[src/rtl/vga_timing_pkg.sv]
// rtl/vga_timing_pkg.sv - 640x480 VGA timing constants and receiver FSM encoding
package vga_timing_pkg;

    localparam int H_TOTAL  = 800;
    localparam int V_TOTAL  = 525;
    localparam int H_ACTIVE = 640;
    localparam int V_ACTIVE = 480;

    typedef enum logic [1:0] {
        SEARCH  = 2'd0,
        MEASURE = 2'd1,
        LOCKED  = 2'd2
    } rx_state_e;

    function automatic logic [9:0] sat_inc10(input logic [9:0] v);
        return (v == 10'h3FF) ? v : v + 10'd1;
    endfunction

endpackage

[src/rtl/sync_edge.sv]
// rtl/sync_edge.sv - rising/falling edge detector against one registered copy of the input
module sync_edge (
    input  logic clk_i,
    input  logic rst_i,
    input  logic sig_i,
    output logic rise_o,
    output logic fall_o
);

    logic sig_q;

    always_ff @(posedge clk_i or posedge rst_i) begin
        if (rst_i) begin
            sig_q <= 1'b0;
        end else begin
            sig_q <= sig_i;
        end
    end

    assign rise_o = sig_i & ~sig_q;
    assign fall_o = ~sig_i & sig_q;

endmodule

[src/rtl/vga_sync_rx.sv]
// rtl/vga_sync_rx.sv - VGA sync receiver: pixel/line counters, timing lock FSM, error pulses
// Optional error counter output err_cnt enabled by macro VGA_SYNC_RX_ERRCNT_EN.
module vga_sync_rx #(
    parameter int H_TOTAL     = vga_timing_pkg::H_TOTAL,
    parameter int V_TOTAL     = vga_timing_pkg::V_TOTAL,
    parameter int H_ACTIVE    = vga_timing_pkg::H_ACTIVE,
    parameter int LOCK_FRAMES = 2
) (
    input  logic       pclk,
    input  logic       rst,
    input  logic       hsync,
    input  logic       vsync,
    input  logic       blank,
    output logic       de,
    output logic [9:0] x,
    output logic [8:0] y,
    output logic       locked,
    output logic       frame_start,
    output logic       h_err,
    output logic       v_err
`ifdef VGA_SYNC_RX_ERRCNT_EN
    ,
    output logic [7:0] err_cnt
`endif
);

    import vga_timing_pkg::rx_state_e;
    import vga_timing_pkg::SEARCH;
    import vga_timing_pkg::MEASURE;
    import vga_timing_pkg::LOCKED;
    import vga_timing_pkg::sat_inc10;

    localparam logic [9:0]  H_TOTAL_C  = 10'(H_TOTAL);
    localparam logic [9:0]  V_TOTAL_C  = 10'(V_TOTAL);
    localparam logic [10:0] H_ACTIVE_C = 11'(H_ACTIVE);
    localparam logic [7:0]  LOCK_C     = 8'(LOCK_FRAMES);

    logic hs_rise, hs_fall, vs_rise, vs_fall, bl_rise, bl_fall;
    logic unused_edges;

    sync_edge u_hs (.clk_i(pclk), .rst_i(rst), .sig_i(hsync), .rise_o(hs_rise), .fall_o(hs_fall));
    sync_edge u_vs (.clk_i(pclk), .rst_i(rst), .sig_i(vsync), .rise_o(vs_rise), .fall_o(vs_fall));
    sync_edge u_bl (.clk_i(pclk), .rst_i(rst), .sig_i(blank), .rise_o(bl_rise), .fall_o(bl_fall));

    assign unused_edges = hs_fall ^ vs_fall;

    rx_state_e   state_q, state_d;
    logic [7:0]  good_q, good_d;
    logic        skip_q, skip_d;
    logic [9:0]  hcnt_q, hcnt_d;
    logic [9:0]  vcnt_q, vcnt_d;
    logic        de_q, de_d;
    logic [9:0]  x_q, x_d;
    logic [8:0]  y_q, y_d;
    logic        h_err_q, h_err_d;
    logic        v_err_q, v_err_d;
    logic        fs_q;
    logic        fsm_h_err;
    logic        run_end, run_err;
    logic [10:0] run_len;

    // hcnt is loaded with 1 in the edge cycle, so at the next edge it holds the full line period
    always_comb begin
        hcnt_d = hs_rise ? 10'd1 : sat_inc10(hcnt_q);
        vcnt_d = vcnt_q;
        if (vs_rise) begin
            vcnt_d = 10'd0;
        end else if (hs_rise) begin
            vcnt_d = sat_inc10(vcnt_q);
        end

        de_d = ~blank;
        x_d  = x_q;
        if (bl_fall) begin
            x_d = 10'd0;
        end else if (de_d && de_q) begin
            x_d = sat_inc10(x_q);
        end

        run_end = bl_rise & de_q;
        run_len = {1'b0, x_q} + 11'd1;
        run_err = run_end && (state_q == LOCKED) && (run_len != H_ACTIVE_C);

        y_d = y_q;
        if (vs_rise) begin
            y_d = 9'd0;
        end else if (run_end && y_q != 9'h1FF) begin
            y_d = y_q + 9'd1;
        end
    end

    always_comb begin
        state_d   = state_q;
        good_d    = good_q;
        skip_d    = skip_q;
        fsm_h_err = 1'b0;
        v_err_d   = 1'b0;
        unique case (state_q)
            SEARCH: begin
                if (vs_rise) begin
                    state_d = MEASURE;
                    good_d  = 8'd0;
                    skip_d  = 1'b1;
                end
            end
            MEASURE, LOCKED: begin
                if (hcnt_d == 10'h3FF || (hs_rise && !skip_q && hcnt_q != H_TOTAL_C)) begin
                    fsm_h_err = 1'b1;
                    state_d   = SEARCH;
                end else if (vs_rise && vcnt_q != V_TOTAL_C) begin
                    v_err_d = 1'b1;
                    state_d = SEARCH;
                end else begin
                    if (hs_rise) begin
                        skip_d = 1'b0;
                    end
                    if (vs_rise && state_q == MEASURE) begin
                        good_d = good_q + 8'd1;
                        if (good_d >= LOCK_C) begin
                            state_d = LOCKED;
                        end
                    end
                end
            end
            default: state_d = SEARCH;
        endcase
        h_err_d = fsm_h_err | run_err;
    end

    always_ff @(posedge pclk or posedge rst) begin
        if (rst) begin
            state_q <= SEARCH;
            good_q  <= 8'd0;
            skip_q  <= 1'b0;
            hcnt_q  <= 10'd0;
            vcnt_q  <= 10'd0;
            de_q    <= 1'b0;
            x_q     <= 10'd0;
            y_q     <= 9'd0;
            h_err_q <= 1'b0;
            v_err_q <= 1'b0;
            fs_q    <= 1'b0;
        end else begin
            state_q <= state_d;
            good_q  <= good_d;
            skip_q  <= skip_d;
            hcnt_q  <= hcnt_d;
            vcnt_q  <= vcnt_d;
            de_q    <= de_d;
            x_q     <= x_d;
            y_q     <= y_d;
            h_err_q <= h_err_d;
            v_err_q <= v_err_d;
            fs_q    <= vs_rise;
        end
    end

    assign de          = de_q;
    assign x           = x_q;
    assign y           = y_q;
    assign locked      = (state_q == LOCKED);
    assign frame_start = fs_q;
    assign h_err       = h_err_q;
    assign v_err       = v_err_q;

`ifdef VGA_SYNC_RX_ERRCNT_EN
    logic [7:0] err_cnt_q;

    // Simultaneous h_err and v_err count as a single event
    always_ff @(posedge pclk or posedge rst) begin
        if (rst) begin
            err_cnt_q <= 8'd0;
        end else if ((h_err_q | v_err_q) && err_cnt_q != 8'hFF) begin
            err_cnt_q <= err_cnt_q + 8'd1;
        end
    end

    assign err_cnt = err_cnt_q;
`endif

endmodule

[config.mk]
export PLATFORM = sky130hd
export DESIGN_NAME = vga_sync_rx
export DESIGN_NICKNAME = d
export VERILOG_FILES = /design/src/rtl/vga_timing_pkg.sv /design/src/rtl/sync_edge.sv /design/src/rtl/vga_sync_rx.sv
export SDC_FILE = /design/constraint.sdc
export NUM_CORES = 1
export LEC_CHECK = 0
export ABC_AREA = 1
export CAP_MARGIN = 20
export CORE_MARGIN = 1
export CORE_UTILIZATION = 50
export DETAILED_ROUTE_END_ITERATION = 12
export PLACE_DENSITY = 0.73
export SLEW_MARGIN = 0
export SYNTH_ARGS = -nofsm -noshare
export SYNTH_HDL_FRONTEND = slang
export SYNTH_HIERARCHICAL = 1
export SYNTH_SLANG_ARGS = --single-unit
export TNS_END_PERCENT = 5
[constraint.sdc]
create_clock -name pclk -period 2.64 [get_ports pclk]
set_clock_uncertainty 0.15 [all_clocks]
set_input_delay 0.264 -clock pclk [delete_from_list [all_inputs] [get_ports pclk]]
set_output_delay 0.264 -clock pclk [all_outputs]
set_load 0.01 [all_outputs]
==> insert_results.sql <==
INSERT INTO impl_metrics (metric_group, metric, value, unit) VALUES
('run_status', 'status', 'finished, final reports clean', ''),
('sta', 'setup_repair_after_global_routing_missed_its_margin', 'false', ''),
('final_layout', 'layout.filler_cells', '558', ''),
('drt', 'drt_pass1_iterations', '4', ''),
('worst_setup_path', 'worst-r2r-cell-count', '13', ''),
('global_routing', 'via_count_of_the_first_global_routing_pass', '2627', ''),
('global_routing', 'initial_antenna_violation_count', '0', ''),
('power_and_ir_drop', 'ir_worst_vdd', '396', 'µV'),
('place', 'place.port_buffers', '28', ''),
('power_and_ir_drop', 'p_per_area', '679', 'mW/mm²'),
('die', 'floorplan.io_pins', '29', ''),
('logic_synthesis', 'syn-instance-count', '427', ''),
('drt', 'route.detailed.vias_per_inst', '5.17', ''),
('worst_setup_path', 'crit_required', '2.76', 'ns'),
('final_layout', 'finish.net_count', '484', ''),
('global_routing', 'grt-ovfl-total', '0', ''),
('cts', 'number_of_buffers_added_to_fix_hold_violations_after_cts', '0', ''),
('worst_setup_path', 'start_kind', 'flip-flop', ''),
('global_routing', 'grt_most_used_layer', 'met2', ''),
('worst_setup_path', 'critPathMaxStageDelay', '0.40', 'ns'),
('logic_synthesis', 'mappedNetlistNets', '444', ''),
('cts', 'clock-root-buffer', 'sky130_fd_sc_hd__clkbuf_8', ''),
('drt', 'drtIter0Drc', '134', ''),
('cts', 'cts-htree-levels', '3', ''),
('worst_setup_path', 'crit_path_end_kind', 'flip-flop', ''),
('worst_setup_path', 'critical-path-slowest-cell', 'sky130_fd_sc_hd__dfrtp_1', ''),
('final_layout', 'n_antenna_cell', '0', ''),
('sta', 'setup_total_negative_slack', '0', 'ns'),
('cts', 'num_cts_buffers', '9', ''),
('worst_setup_path', 'setup.worst_path.class', 'reg2reg', ''),
('place', 'dp_slack', '0.118', 'ns'),
('cts', 'cts.clk_slew.worst_paths', '0.06', 'ns'),
('sta', 'max_clock_freq', '419', 'MHz'),
('place', 'total_half_perimeter_wirelength_after_legalization_and_detailed_placement', '5070', 'µm'),
('flow_run', 'max-cap-violations', '0', ''),
('final_layout', 'seq_area', '0.00143', 'mm²'),
('cts', 'postCtsSetupBuffers', '0', ''),
('worst_setup_path', 'critical_path_peak_fanout', '12', ''),
('sta', 'worst_slack', '0.253', 'ns'),
('drt', 'routed_wl', '6800', 'µm'),
('global_routing', 'gr-usage-met1', '27.4', '%'),
('drt', 'drcViolationCount', '0', ''),
('sta', 'maxSlewHeadroom', '67.9', '%'),
('power_and_ir_drop', 'total_leakage_power', '1.84', 'nW'),
('final_layout', 'layout-drive-gt1-share', '6.78', '%'),
('logic_synthesis', 'synth.cell_area', '0.00326', 'mm²'),
('sta', 'finalMaxSlewViolations', '0', ''),
('sta', 'worst_tran_pin_value', '0.477', 'ns'),
('worst_setup_path', 'arrival', '2.50', 'ns'),
('sta', 'clock_period_minus_final_worst_setup_slack', '2.39', 'ns'),
('sta', 'timing.final.crit_share', '90.4', '%'),
('die', 'fp.coreArea', '0.00631', 'mm²'),
('worst_hold_path', 'min_path_type', 'in2async', ''),
('global_routing', 'grt_first_pass_wirelength', '11300', 'µm'),
('cts', 'insertion_delay', '0.33', 'ns'),
('die', 'die_x', '82.7', 'µm'),
('global_routing', 'use_met2', '36.1', '%'),
('sta', 'report.final.setup_viol', '0', ''),
('final_layout', 'layout.cell_area.non_filler', '0.00388', 'mm²'),
('cts', 'ctsLongestPathBuffers', '2', ''),
('die', 'dieArea', '0.00684', 'mm²'),
('logic_synthesis', 'syn_avg_cell_area', '7.62', 'µm²'),
('cts', 'cts_tree', 'done', ''),
('die', 'floorplan.initialDensity', '51.6', '%'),
('global_routing', 'grtUsageTotal', '21.9', '%'),
('worst_setup_path', 'setup_slack_of_the_most_critical_reg_to_reg_path', '0.25', 'ns'),
('global_routing', 'gr_layer_usage_met3', '4.18', '%'),
('drt', 'wl_per_cell', '12.4', 'µm'),
('final_layout', 'mostFrequentLayoutCells', 'sky130_fd_sc_hd__nand2_1, sky130_fd_sc_hd__inv_1, sky130_fd_sc_hd__dfrtp_1', ''),
('logic_synthesis', 'yosysWarningCount', '6', ''),
('final_layout', 'area_growth_syn_to_layout', '19.1', '%');
[flip-flops by register name (all words and copies together), names as in the netlist]
| name | count |
|---|---|
| y | 9 |
| u_bl/sig_q | 1 |
| u_vs/sig_q | 1 |
| hcnt_q | 10 |
| h_err | 1 |
| frame_start | 1 |
| good_q | 8 |
| x | 10 |
| de | 1 |
| u_hs/sig_q | 1 |
| v_err | 1 |
| state_q | 2 |
| vcnt_q | 10 |
| skip_q | 1 |
[timing repair]
action / 4_1_cts / 5_1_grt
hold endpoints to repair: 0 / 0
endpoints found under the setup margin: 0 / 9
gates resized for setup: 0 / 2
[area by class of cell]
| type | instances | area share [%] |
|---|---|---|
| well taps | 77 | 2.48 |
| clock inverters | 2 | 0.904 |
| inverters | 73 | 7.07 |
| flip-flops and latches | 57 | 36.8 |
| repair buffers | 35 | 8.91 |
| clock buffers | 14 | 4.45 |
| multi-input cells | 291 | 39.4 |
[per-stage QoR]
| stage | hold WS (ns) | instances | power [mW] | util (%) |
|---|---|---|---|---|
| 2_1_floorplan | -0.157 | 427 | 1.61 | - |
| 3_3_place_gp | 0.313 | 533 | 1.77 | 58.0 |
| 5_1_grt | 0.0632 | 549 | 2.79 | 61.4 |
| 4_1_cts | 0.0519 | 549 | 2.66 | 61.3 |
| 6_report | 0.0620 | 549 | 2.63 | 61.4 |
| 3_5_place_dp | 0.313 | 533 | 1.80 | 58.0 |
[power by group]
part	switching (mW)	total, mW	internal, mW	leakage (nW)
sequential	0.0936	1.06	0.968	0.767
combinational	0.474	0.733	0.259	0.964
clock	0.327	0.840	0.512	0.107
total	0.895	2.63	1.74	1.84
[worst max-delay path, delay by kind of cell, from the launching register on]
family                     cells  cell delay [ns]
DFF                            1             0.40
and+or+nand+nor               11             1.34
AOI/OAI and AO/OA              1             0.25
adders and majority gates      1             0.20
[routing by layer]
layer	up-vias	share of wire, %
met4	0	1.2
met5	-	0
met2	41	47
met3	8	2.8
li1	1465	-
met1	1327	49
[path summary, 6_finish.rpt]
path	startpoint	to
worst min-delay path	rst	u_hs/sig_q
min in group pclk	hsync	u_hs/sig_q
worst max register to register	hcnt_q[0]	good_q[5]
max in group asynchronous	rst	vcnt_q[9]
worst max-delay path	hcnt_q[0]	good_q[5]
worst min register to register	skip_q	skip_q
No activity file was read; power rests on OpenSTA's default activity.
==> variant: new RTL, config.mk and constraints unchanged <==
Add a define of `VGA_SYNC_RX_ERRCNT_EN`.
--- a/src/rtl/vga_sync_rx.sv
+++ b/src/rtl/vga_sync_rx.sv
@@ -1,5 +1,7 @@
 // rtl/vga_sync_rx.sv - VGA sync receiver: pixel/line counters, timing lock FSM, error pulses
 // Optional error counter output err_cnt enabled by macro VGA_SYNC_RX_ERRCNT_EN.
+`define VGA_SYNC_RX_ERRCNT_EN
+
 module vga_sync_rx #(
     parameter int H_TOTAL     = vga_timing_pkg::H_TOTAL,
     parameter int V_TOTAL     = vga_timing_pkg::V_TOTAL,
Function (old outputs only; new: err_cnt): kept (equiv_simple and equiv_induct, registers matched by name and starting in step).
==> variant against the unedited design <==
- wire length up 15%
- design area is 13% higher
- total power up 18%
- largest cell class unchanged
- die area rose by 12%
- area after synthesis grew 12%
- largest power group unchanged
- hold slack worse by 0.035 ns
- sequential cell count increased by 8
- via count increased by 12%
- non-clock buffer count grew 7
- setup slack improved by 0.034 ns
==> variant: results (changes against the unedited design) <==
Parameter                              Value

Layout
  Final-layout fill cell count ... 612 (+9.7%)
  Fraction of layout instances using a drive strength above 1 ... 10.1% (+3.3 points)
  Number of nets in the layout ... 530 (+9.5%)
  Antenna diode count ... 0 (unchanged)

GRT
  Total track usage ... 22.6% (+0.67 points)
  Vias in the first global route ... 3062 (+17%)
  Pin count of the biggest net entering global routing ... 30 (+7.1%)
  Wire length of the first global-routing pass ... 13500 microns (+20%)
  Number of antenna violations at the first check in global routing ... 0 (unchanged)

Critical path
  Max stage delay cell, worst path ... sky130_fd_sc_hd__dfrtp_1
  Worst R2R Path Depth ... 15 (+2)
  Reg-to-reg setup timing slack ... 0.29 ns (+0.03 ns)
  Endpoint of the worst register-to-register path ... good_q[4]$_DFFE_PP0P_
  Critical path arrival ... 2.48 ns (-0.02 ns)
  Largest fanout on the critical path ... 14 (+2)
  Origin of the critical flop-to-flop path ... hcnt_q[1]$_DFF_PP0_
  Largest stage delay on the critical path ... 0.39 ns
  Cell family with most CP delay ... simple AND/OR/NAND/NOR gates

Power
  Pleak ... 2.03 nW (+11%)
  Peak supply drop ... 0.397 mV (+0.23%)

Placement
  Setup slack at placement ... 0.183 ns (+0.0652 ns)
  HPWL reported at the end of detailed placement ... 5780 microns (+14%)
  Final estimated routing congestion in global placement ... 0.873 (+1.3%)
  Port Buf Inserts ... 36 (+29%)

Clock tree
  Number of levels in the clock H-tree ... 3 (unchanged)
  Number of buffers created by CTS ... 9 (unchanged)
  CTS clk-pin slew, worst paths ... 0.07 ns
  Clock Tree Root ... sky130_fd_sc_hd__clkbuf_8
  Number of setup buffers added after CTS ... 0 (unchanged)
  Skew-Pair Late Insertion Delay ... 0.34 ns
  Number of buffers on the longest clock path ... 2 (unchanged)

Yosys
  Syn. warnings ... 6 (unchanged)
  Syn_nets ... 483 (+8.8%)

Route
  Routed wire length per instance ... 12.8 microns (+3.1%)
  Vias per cell ... 5.21 (+0.62%)
  DRC violation count after routing ... 0 (unchanged)
  First drt pass iteration count ... 4 (unchanged)
  Starting DRC count in detailed routing ... 181 (+35%)

STA
  Worst slew margin ... 60.3% (-7.6 points)

Min path
  Worst min-delay path category ... input pin to async pin

Status
  Result of the run ... complete, no violations
## variant: metal layers
| metal | global-route usage (%) | up-vias | wire length (microns) |
|---|---|---|---|
| li1 | - | 1610 | - |
| met1 | 29.7 | 1508 | 3720 |
| met2 | 37.1 | 59 | 3690 |
| met3 | 3.02 | 15 | 232 |
| met4 | 10.9 | 0 | 190 |
| met5 | 0 | - | 0 |
## variant: how the worst max path moves through the flow
stage                   startpoint               endpoint  slack, ns  depth (start not counted)
2_1_floorplan     y[0]$_DFFE_PP0P_       y[7]$_DFFE_PP0P_       0.57                         13
3_3_place_gp                 blank       y[7]$_DFFE_PP0P_       0.28                         13
3_5_place_dp                 blank       y[7]$_DFFE_PP0P_       0.18                         13
4_1_cts           x[0]$_DFFE_PP0P_       x[2]$_DFFE_PP0P_       0.24                         12
5_1_grt        hcnt_q[1]$_DFF_PP0_  good_q[3]$_DFFE_PP0P_      0.006                         15
6_report       hcnt_q[1]$_DFF_PP0_  good_q[4]$_DFFE_PP0P_       0.29                         15
## variant: area by class of cell
cell class	count	area share [%]
multi-input cells	319	39.3
flip-flops and latches	65	37.1
repair buffers	42	9.54
inverters	75	6.43
clock buffers	11	3.00
well taps	96	2.74
clock inverters	5	1.83
## variant: through the flow
stage	std cells	cell area, sq um	util, %	hold slack [ns]
finish	613	4380	63.1	0.0274
global placement	597	4160	59.9	0.310
detailed placement	597	4160	59.9	0.322
floorplan	465	3660	-	-0.157
CTS	613	4370	62.9	0.0153
global route	613	4380	63.1	0.0396
## variant: power breakdown
part / switching, mW / internal (mW) / total (mW)
registers: 0.138 / 1.12 / 1.26
clock network: 0.381 / 0.531 / 0.911
logic: 0.559 / 0.372 / 0.932
## variant: worst register-to-register path: stages, from the launching register on
cell and delay [ns]:
sky130_fd_sc_hd__dfrtp_1 0.39, sky130_fd_sc_hd__ha_1 0.21, sky130_fd_sc_hd__nand2_2 0.10, sky130_fd_sc_hd__nor2_4 0.17, sky130_fd_sc_hd__nand3_4 0.18, sky130_fd_sc_hd__nand2_1 0.12
sky130_fd_sc_hd__inv_2 0.04, sky130_fd_sc_hd__nor2_2 0.13, sky130_fd_sc_hd__nand2_1 0.08, sky130_fd_sc_hd__nor2_2 0.10, sky130_fd_sc_hd__nand3_2 0.11, sky130_fd_sc_hd__nand2_2 0.09
sky130_fd_sc_hd__nand2_2 0.15, sky130_fd_sc_hd__nand3_4 0.15, sky130_fd_sc_hd__nand2_1 0.07, sky130_fd_sc_hd__nand2_1 0.05
## variant: what timing repair did
| item | CTS | global route |
|---|---|---|
| gates resized for setup | 0 | 2 |
| endpoints found under the hold margin | 0 | 0 |
| setup endpoints to repair | 0 | 8 |
